### src/rtl/eth_log_arbiter.sv
// eth_log_arbiter: merges the per-loop log streams into one AXI4-Stream.
// Arbitration is packet-level round-robin. Once an input is granted it keeps
// the output until its tlast beat is accepted. A registered output stage keeps
// throughput at one beat per cycle, and each input has a 32-bit packet counter.
//
// state  | meaning
// S_IDLE | no owner; grant the next valid input after rr_ptr when enable=1
// S_BUSY | input sel owns the output until its tlast beat is accepted
module eth_log_arbiter #(
  parameter int  C_AXIS_LOG_WIDTH = 64,
  parameter int  C_NUM_INPUTS     = 2,
  localparam int C_ID_WIDTH       = $clog2(C_NUM_INPUTS)
) (
  input  logic                                     clk,
  input  logic                                     srst,
  input  logic                                     enable,
  input  logic [C_AXIS_LOG_WIDTH*C_NUM_INPUTS-1:0] s_axis_log_tdata,
  input  logic [C_NUM_INPUTS-1:0]                  s_axis_log_tlast,
  input  logic [C_NUM_INPUTS-1:0]                  s_axis_log_tvalid,
  output logic [C_NUM_INPUTS-1:0]                  s_axis_log_tready,
  output logic [C_AXIS_LOG_WIDTH-1:0]              m_axis_log_tdata,
  output logic [C_ID_WIDTH-1:0]                    m_axis_log_tid,
  output logic                                     m_axis_log_tlast,
  output logic                                     m_axis_log_tvalid,
  input  logic                                     m_axis_log_tready,
  output logic [32*C_NUM_INPUTS-1:0]               frame_count,
  output logic                                     busy
);

  typedef enum logic {S_IDLE = 1'b0, S_BUSY = 1'b1} state_t;

  state_t                      state, state_nxt;
  logic [C_ID_WIDTH-1:0]       sel, sel_nxt, rr_ptr;
  logic [C_AXIS_LOG_WIDTH-1:0] in_data [C_NUM_INPUTS];
  logic [31:0]                 fc [C_NUM_INPUTS];
  logic                        out_free, beat_acc, pkt_done;

  for (genvar i = 0; i < C_NUM_INPUTS; i++) begin : g_lane
    assign in_data[i]              = s_axis_log_tdata[C_AXIS_LOG_WIDTH*i +: C_AXIS_LOG_WIDTH];
    assign frame_count[32*i +: 32] = fc[i];
  end

  // First requester after ptr, scanning upward with wrap; nearest one wins.
  function automatic logic [C_ID_WIDTH-1:0] rr_pick(input logic [C_ID_WIDTH-1:0] ptr,
                                                    input logic [C_NUM_INPUTS-1:0] req);
    logic [C_ID_WIDTH-1:0] pick;
    logic [C_ID_WIDTH-1:0] idx;
    pick = ptr;
    for (int k = C_NUM_INPUTS; k >= 1; k--) begin
      idx = C_ID_WIDTH'((int'(ptr) + k) % C_NUM_INPUTS);
      if (req[idx]) pick = idx;
    end
    return pick;
  endfunction

  // The output register can take a beat when empty or being drained this cycle.
  assign out_free = ~m_axis_log_tvalid | m_axis_log_tready;
  assign beat_acc = (state == S_BUSY) & s_axis_log_tvalid[sel] & out_free;
  assign pkt_done = beat_acc & s_axis_log_tlast[sel];
  assign busy     = (state == S_BUSY) | m_axis_log_tvalid;

  // Next-state, grant selection and per-input ready.
  always_comb begin
    state_nxt         = state;
    sel_nxt           = sel;
    s_axis_log_tready = '0;
    case (state)
      S_IDLE: begin
        if (enable && (|s_axis_log_tvalid)) begin
          sel_nxt   = rr_pick(rr_ptr, s_axis_log_tvalid);
          state_nxt = S_BUSY;
        end
      end
      S_BUSY: begin
        s_axis_log_tready[sel] = out_free;
        if (pkt_done) state_nxt = S_IDLE;
      end
      default: state_nxt = S_IDLE;
    endcase
  end

  // State, grant owner and round-robin pointer.
  always_ff @(posedge clk) begin
    if (srst) begin
      state  <= S_IDLE;
      sel    <= '0;
      rr_ptr <= C_ID_WIDTH'(C_NUM_INPUTS - 1);
    end else begin
      state <= state_nxt;
      sel   <= sel_nxt;
      if (pkt_done) rr_ptr <= sel;
    end
  end

  // Output register: load on accepted beat, otherwise drain on downstream ready.
  always_ff @(posedge clk) begin
    if (srst) begin
      m_axis_log_tvalid <= 1'b0;
      m_axis_log_tdata  <= '0;
      m_axis_log_tlast  <= 1'b0;
      m_axis_log_tid    <= '0;
    end else if (beat_acc) begin
      m_axis_log_tvalid <= 1'b1;
      m_axis_log_tdata  <= in_data[sel];
      m_axis_log_tlast  <= s_axis_log_tlast[sel];
      m_axis_log_tid    <= sel;
    end else if (m_axis_log_tready) begin
      m_axis_log_tvalid <= 1'b0;
    end
  end

  // Per-input packet counters, bumped when a tlast beat is accepted.
  always_ff @(posedge clk) begin
    if (srst) begin
      for (int i = 0; i < C_NUM_INPUTS; i++) fc[i] <= '0;
    end else if (pkt_done) begin
      fc[sel] <= fc[sel] + 32'd1;
    end
  end

endmodule

### config.mk
export PLATFORM = sky130hd
export DESIGN_NAME = eth_log_arbiter
export DESIGN_NICKNAME = d
export VERILOG_FILES = /design/src/rtl/eth_log_arbiter.sv
export SDC_FILE = /design/constraint.sdc
export NUM_CORES = 1
export LEC_CHECK = 0
export BUFFER_PORTS_ARGS = -buffer_cell sky130_fd_sc_hd__buf_2
export CORE_ASPECT_RATIO = 0.75
export CORE_MARGIN = 3
export CORE_UTILIZATION = 53
export DETAILED_ROUTE_END_ITERATION = 8
export HOLD_SLACK_MARGIN = 0.08
export PLACE_DENSITY = 0.86
export SYNTH_ARGS = -nofsm -noshare
export SYNTH_HDL_FRONTEND = slang
export SYNTH_SLANG_ARGS = --single-unit
### constraint.sdc
create_clock -name clk -period 8.5 [get_ports clk]
set_clock_uncertainty 0.2 [all_clocks]
set_input_delay 0.425 -clock clk [delete_from_list [all_inputs] [get_ports clk]]
set_output_delay 0.425 -clock clk [all_outputs]
set_load 0.02 [all_outputs]
# Yosys cells after proc, flatten, opt, wreduce, memory -nomap -nowiden
# Memory sizes are Yosys's and may differ from the RTL's. A register that Yosys moved wholly into a read port is not among the register bits.
# Cells that the tools add are included.
# W data, S select, Z words.
[word_totals] regBits=70 mem_bits_rw=64 input_bits=136 elab_cells=62 n_memories=1
[op_classes] add_sub_neg=3 magnitude_cmp=5 mux=31 bitwise_logic=9 n_reduce_logical=6
[mem_list] name="fc" words=2 word_bits=32 rd=3 rd_ports_with_merged_regs=1 wr=2 line="35" text="logic [31:0] fc [C_NUM_INPUTS];"
[ops] cell="$mux W64" n=3
[ops] cell="$add A32 B1 Y32 const B" n=1
[ops] cell="$mux W32" n=1
[ops] cell="$reduce_or A32 Y1" n=1
[ops] cell="$mux W1" n=24
[ops] cell="$lt A1 B2 Y1 const B" n=3
[ops] cell="$and A1 B1 Y1" n=3
[ops] cell="$add A1 B1 Y1 const B" n=2
[ops] cell="$and A2 B2 Y2" n=1
[ops] cell="$ge A2 B2 Y1 const B" n=1
[ops] cell="$logic_and A1 B1 Y1" n=2
[ops] cell="$mux W2" n=1
[ops] cell="$not A1 Y1" n=2
[ops] cell="$not A1 Y2" n=1
[ops] cell="$or A1 B1 Y1" n=2
[ops] cell="$pmux W1 S2" n=1
[ops] cell="$reduce_and A2 Y1" n=1
[ops] cell="$reduce_bool A2 Y1" n=1
[ops] cell="$reduce_or A2 Y1" n=1
[ops] cell="$demux W1 S1" n=1
[ops] cell="$ge A1 B1 Y1 const B" n=1

# Logic depth before layout (Yosys ltp)
# Gate-level depths: netlist of run 1.
[logic_depth] depth_word=10 ltp_mapped=12

# Least setup slack after synthesis of run 1
# Ideal clock, no wire load.
[synth_timing] kind="reg-to-reg" start="register (tool-made name)" end="memory fc[0][24], data pin" setup_time_ps=269 arrival_time_ps=2592 t_required_ps=8031 slack_ps=5438 path_stages_with_launch=13 period_less_slack_ps=3062 cell_sequence="dfxtp_1 buf_6 buf_6 buf_2 buf_2 buf_2 mux2_2 ha_1 o211a_1 clkbuf_1 nand3_1 nor4_1 nor3_1"
[synth_rtl] item="end, declared" line="35"

==> results of run 1 <==
through the flow:
step / area (sq um) / util / hold WS, ns / power [W] / setup slack [ns]
global route: 8910 / 0.712 / 0.166 / 0.00180 / 4.43
global placement: 8300 / 0.663 / 0.238 / 0.00100 / 4.74
detailed placement: 8300 / 0.663 / 0.256 / 0.00101 / 4.63
CTS: 8910 / 0.712 / 0.138 / 0.00174 / 4.62
floorplan: 6910 / - / 0.226 / 0.000910 / 5.44
finish: 8910 / 0.712 / 0.148 / 0.00174 / 4.63
power groups by stage:
| stage | clock network (W) | registers (W) | logic (W) |
|---|---|---|---|
| finish | 0.000743 | 0.000752 | 0.000241 |
| global route | 0.000779 | 0.000757 | 0.000263 |
| CTS | 0.000751 | 0.000751 | 0.000242 |
| detailed placement | 0 | 0.000764 | 0.000241 |
| global placement | 0 | 0.000763 | 0.000237 |
| floorplan | 0 | 0.000794 | 0.000116 |
cell usage after synthesis (all sizes together), types with 3 or more instances:
library cell,instances,area [sq um]
nand3b,14,130
buf,21,114
o21ai,3,15.0
nand2b,5,31.3
dfxtp,71,1420
inv,3,11.3
a222oi,3,30.0
edfxtp,64,1920
a21oi,6,30.0
clkbuf,29,109
a211oi,64,480
nand2,41,154
a21o,3,22.5
nor4,3,18.8
a22oi,8,60.1
nor3,16,80.1
nand4b,4,35.0
xor2,4,35.0
and3,8,50.1
or2,3,18.8
mux2,9,101
nand4,14,87.6
nor2,113,424
and2,3,18.8
nand3,27,140
nor3b,3,22.5
and4b,3,30.0
and4,3,26.3
xnor2,14,123
mux2i,88,881
o31a,3,26.3
sequential cells by signal, indices dropped and copies added (netlist names), named ones only:
register,cells
fc,64
m_axis_log_tdata,64
m_axis_log_tid,1
m_axis_log_tlast,1
m_axis_log_tvalid,1
rr_ptr,1
sel,1
state,1
final timing paths:
path	startpoint	to	slack (ns)	depth (start not counted)
min reg2reg	rr_ptr	rr_ptr	0.26	1
max	sel	fc[0][2]	4.63	5
min	s_axis_log_tvalid[1]	flop	0.15	3
max reg2reg	sel	fc[0][2]	4.63	5
critical path, delay by kind of cell (launching register included):
| kind | cells | cell delay (ns) |
|---|---|---|
| buffers and inverters | 1 | 0.40 |
| DFF | 1 | 1.06 |
| muxes | 1 | 0.35 |
| and+or+nand+nor | 3 | 1.51 |
layout by cell type, fill, tap and decap left out, types with 8 or more instances in the layout:
cell         n
nand4_1     14
dfxtp_1     69
clkbuf_16   20
nor2_1     113
nand3b_1    12
nand2_1     41
mux2i_1     88
mux2_2       9
edfxtp_1    64
nor3_1      16
buf_2      269
a22oi_1      8
a211oi_1    64
xnor2_1     14
nand3_1     26
routing by layer:
metal / up-vias / GRT usage / part of all wire
met5: - / 0 / 0
met4: 0 / 0.0874 / 0.016
met3: 31 / 0.0606 / 0.077
met2: 272 / 0.438 / 0.49
met1: 2915 / 0.367 / 0.42
li1: 3050 / - / -
layout make-up:
class,instances,area [sq um],share of cell area
inverter,3,11.3,0.00126
sequential,135,3350,0.376
multi-input combinational,496,3330,0.374
clock inverter,9,83.8,0.00940
clock buffer,23,532,0.0596
tap,166,208,0.0233
timing repair buffer,276,1400,0.157
logic make-up after synthesis:
kind of cell,synth area share
adders and majority gates,0.00181
AOI/OAI and AO/OA,0.124
xor gates and xnor gates,0.0228
and+or+nand+nor,0.191
muxes,0.142
buffers and inverters,0.0339
DFF,0.484
==> impl_metrics.tcl, run 1 <==
set metrics [dict create \
    dominantRegCellSynth "dfxtp_1" \
    dp_cells 1076 \
    grt_antenna_before_repair 0 \
    dieArea_sq_um 14400 \
    cp_cell_sequence "mux2_2, nand4_1, or2_2, nand2_1, buf_4" \
    rsz0062_at_grt "false" \
    syn_area_per_cell_sq_um 10.1 \
    grt_pass1_wl_um 31100 \
    hold_buffers 0 \
    power_frac_comb 0.139 \
    rows 35 \
    ys_seq_elements 135 \
    htreeDepth 4 \
    ys_seq_area_frac 0.484 \
    max_cap_viol_count 0 \
    p_leak_nw 3.71 \
    postCtsSetupRepairBufs 0 \
    finalCritPeriodShare 0.456 \
    synth_cells 684 \
    fmax_ghz 0.258 \
    slowest_stage "dfxtp_4" \
    viasPerCell 5.66 \
    fill_cells 1000 \
    critPathKind "reg -> reg" \
    grt_usage 0.273 \
    cp-end-kind "flop" \
    num_antenna_cells 0 \
    synth_edf_count 64 \
    routed_wl_um 19800 \
    intPower_w 0.00129 \
    drtIter0Drc 579 \
    power_frac_clock 0.428 \
    vias 6268 \
    gp_congestion 0.847 \
    avgRoutedWirePerCell_um 17.9 \
    grt_pass1_vias 6064 \
    finalHoldViolCount 0 \
    start_util 0.551 \
    fin_nets 1066 \
    ctsResizeCount 0 \
    maxSlewHeadroom 0.255 \
    cts.reportedPaths.clkPinSlew_ns 0.05 \
    status "finished, final reports clean" \
    period_minus_slack_ns 3.87 \
    cts-root-buf "clkbuf_16" \
    power.switching_w 0.000451 \
    synthToLayoutAreaGrowth_pct 29.1 \
    cts.sink_count 135 \
    drive_gt1_frac 0.346 \
    die_width_um 138 \
    p_per_area_nw_per_um2 195 \
    clk_latency_ns 0.41 \
    final-max-slew-violation-count 0 \
    worst-slew-pin-transition_ns 1.12 \
    grt_max_degree 95 \
    overflow 0 \
    hold_path_class "in -> reg" \
    dp_hpwl_um 14600 \
    dr.pass1.iters 5 \
    power_frac_seq 0.433 \
    ys_warn_count 0 \
    final_cells 1108 \
    clk_path_buf_depth 2 \
    ir_drop_uv 146 \
    syn_area_sq_um 6910 \
    finalSetupTns_ns 0 \
    switching_share 0.260 \
    cts_made_buffers 17 \
    syn_nets 821 \
    ant_nets 0 \
    portBuffers 269 \
    async_flop_share 0 \
    core_sq_um 12500 \
    io-pin-count 270 \
    cp_max_fo 71 \
    synth_cell_types 57 \
    worstPathRequired_ns 8.39 \
    cts_tree "built" \
    setup_violations 0 \
    drc 0 \
    cp_slowest_stage_delay_ns 1.06 \
    worstPathArrival_ns 3.76 \
    startpoint_type "flop" \
    die_y_um 105 \
]
Power figures use the tool's default switching activity.
==> inputs of run 2 (changes only) <==
- CORE_UTILIZATION: 53 -> 45
- PLACE_DENSITY: 0.86 -> 0.78
- clock period: 8.5 -> 3.5 ns (I/O delays scaled with it)
==> run 2 against run 1 <==
Via count rose by 15%. Maximum frequency rose by 32%. Worst hold slack got worse by 0.060 ns. Design area rose by 16%. Clock power rose by 140%. Critical path type unchanged. Wire length rose by 24%. Non-clock buffer count rose by 140. Combinational power rose to 3.2 times the previous value. Critical path depth rose by 1. Clock-buffer cell count fell by 6.
==> impl_metrics.tcl, run 2 (synthesized netlist as in run 1, its figures left out) <==
set metrics [dict create \
    clk_latency_ns 0.42 \
    cts.reportedPaths.clkPinSlew_ns 0.06 \
    routed_wl_um 24600 \
    worst_slack_ns 0.571 \
    power_frac_clock 0.404 \
    ant_nets 0 \
    finalCritPeriodShare 0.837 \
    holdPathEnd "m_axis_log_tlast" \
    worst-slew-pin-transition_ns 1.12 \
    portBuffers 269 \
    fill_cells 1043 \
    htreeDepth 4 \
    dp_hpwl_um 14900 \
    place_ws_ns 0.626 \
    rrSetupSlack_ns 0.57 \
    worstPathRequired_ns 3.46 \
    switching_share 0.275 \
    core_sq_um 14700 \
    drive_gt1_frac 0.305 \
    min-delay-start "s_axis_log_tlast[1]" \
    final-max-slew-violation-count 0 \
    die_width_um 149 \
    cp-end-kind "flop" \
    p_per_area_nw_per_um2 421 \
    grt_pass1_wl_um 38400 \
    drc 0 \
    critPathKind "reg -> reg" \
    layout_commonest_cell "buf_2" \
    min_path_cells 5 \
    startpoint_type "flop" \
    cts.sink_count 135 \
    avgRoutedWirePerCell_um 19.1 \
    start_util 0.469 \
    grt_max_degree 78 \
    overflow 0 \
    io-pin-count 270 \
    grt_antenna_before_repair 3 \
    dieArea_sq_um 16900 \
    maxSlewHeadroom 0.253 \
    p_leak_nw 4.29 \
    postCtsSetupRepairBufs 0 \
    reg2reg_depth 6 \
    cts_tree "built" \
    power_frac_comb 0.178 \
    period_minus_slack_ns 2.93 \
    fmax_ghz 0.341 \
    cp_max_fo 32 \
    top_regs "fc: 64 flops, m_axis_log_tdata: 64 flops" \
    fin_util 0.702 \
    drtIter0Drc 662 \
    max_cap_viol_count 0 \
    dr.pass1.iters 5 \
    finalSetupTns_ns 0 \
    finalHoldViolCount 0 \
    viasPerCell 5.59 \
    cts-root-buf "clkbuf_16" \
    gp_congestion 0.909 \
    rows 38 \
    synthToLayoutAreaGrowth_pct 49.8 \
    grt_pass1_vias 7286 \
    final_cell_area_sq_um 10300 \
    rsz0062_at_grt "false" \
    place_area_sq_um 8400 \
    layout_common_cells "buf_2, dlygate4sd3_1, nor2_1" \
    die_y_um 113 \
    power_frac_seq 0.417 \
    grt_usage 0.289 \
    setup_violations 0 \
    power.switching_w 0.00120 \
    ir_drop_uv 307 \
    intPower_w 0.00316 \
    worstPathArrival_ns 2.89 \
    clk_path_buf_depth 2 \
    hold_path_class "in -> reg" \
    cts_made_buffers 17 \
    vias 7191 \
    total_power_w 0.00436 \
    fin_nets 1206 \
    timing.rr.end "fc[1][24]" \
    status "finished, final reports clean" \
]
run 2: routing by layer:
metal  wire length [um]  share of wire  GRT usage  vias up
li1                   -              -          -     3328
met1               9480           0.39      0.352     3352
met2              11800           0.48      0.467      408
met3               2100          0.086     0.0781      103
met4               1190          0.048      0.160        0
met5                  0              0          0        -
run 2: worst max-delay path by stage:
stage	from	end	slack [ns]
final	flop	fc[1][24]	0.57
after global routing	flop	fc[0][23]	0.32
after CTS	flop	fc[0][29]	0.62
after detailed placement	flop	fc[0][29]	0.63
after global placement	flop	fc[0][29]	0.72
after floorplan	flop	fc[0][24]	0.44
run 2: timing repair:
action	in CTS	in global routing
hold buffers	135	0
gates resized for setup	0	0
endpoints found under the hold margin	69	0
setup endpoints to repair	0	0
run 2: worst max-delay path, stage by stage, from the launching register on:
cell and delay, ns:
dfxtp_2 0.74, mux2_2 0.32, ha_1 0.27, o211a_1 0.41, nand3_1 0.24, nor4_1 0.41, nor3_1 0.08
run 2: area by class of cell:
cell class	instances	area [sq um]	area share
tap	200	250	0.0242
timing repair buffer	416	2810	0.272
inverter	3	11.3	0.00109
clock inverter	15	151	0.0146
antenna	4	10.0	0.000968
clock buffer	17	425	0.0411
sequential	135	3350	0.324
multi-input combinational	496	3330	0.322
run 2: through the flow:
step | instances | hold WS (ns)
final | 1286 | 0.0879
after global placement | 1115 | 0.240
after global routing | 1285 | 0.122
after detailed placement | 1115 | 0.250
after floorplan | 684 | 0.167
after CTS | 1282 | 0.0847
run 2: power groups by stage:
stage                     sequential (W)  clock (W)  combinational, W
after floorplan                  0.00193          0          0.000281
after global placement           0.00184          0          0.000595
after detailed placement         0.00184          0          0.000602
after CTS                        0.00181    0.00178          0.000745
after global routing             0.00183    0.00186          0.000829
final                            0.00182    0.00176          0.000777
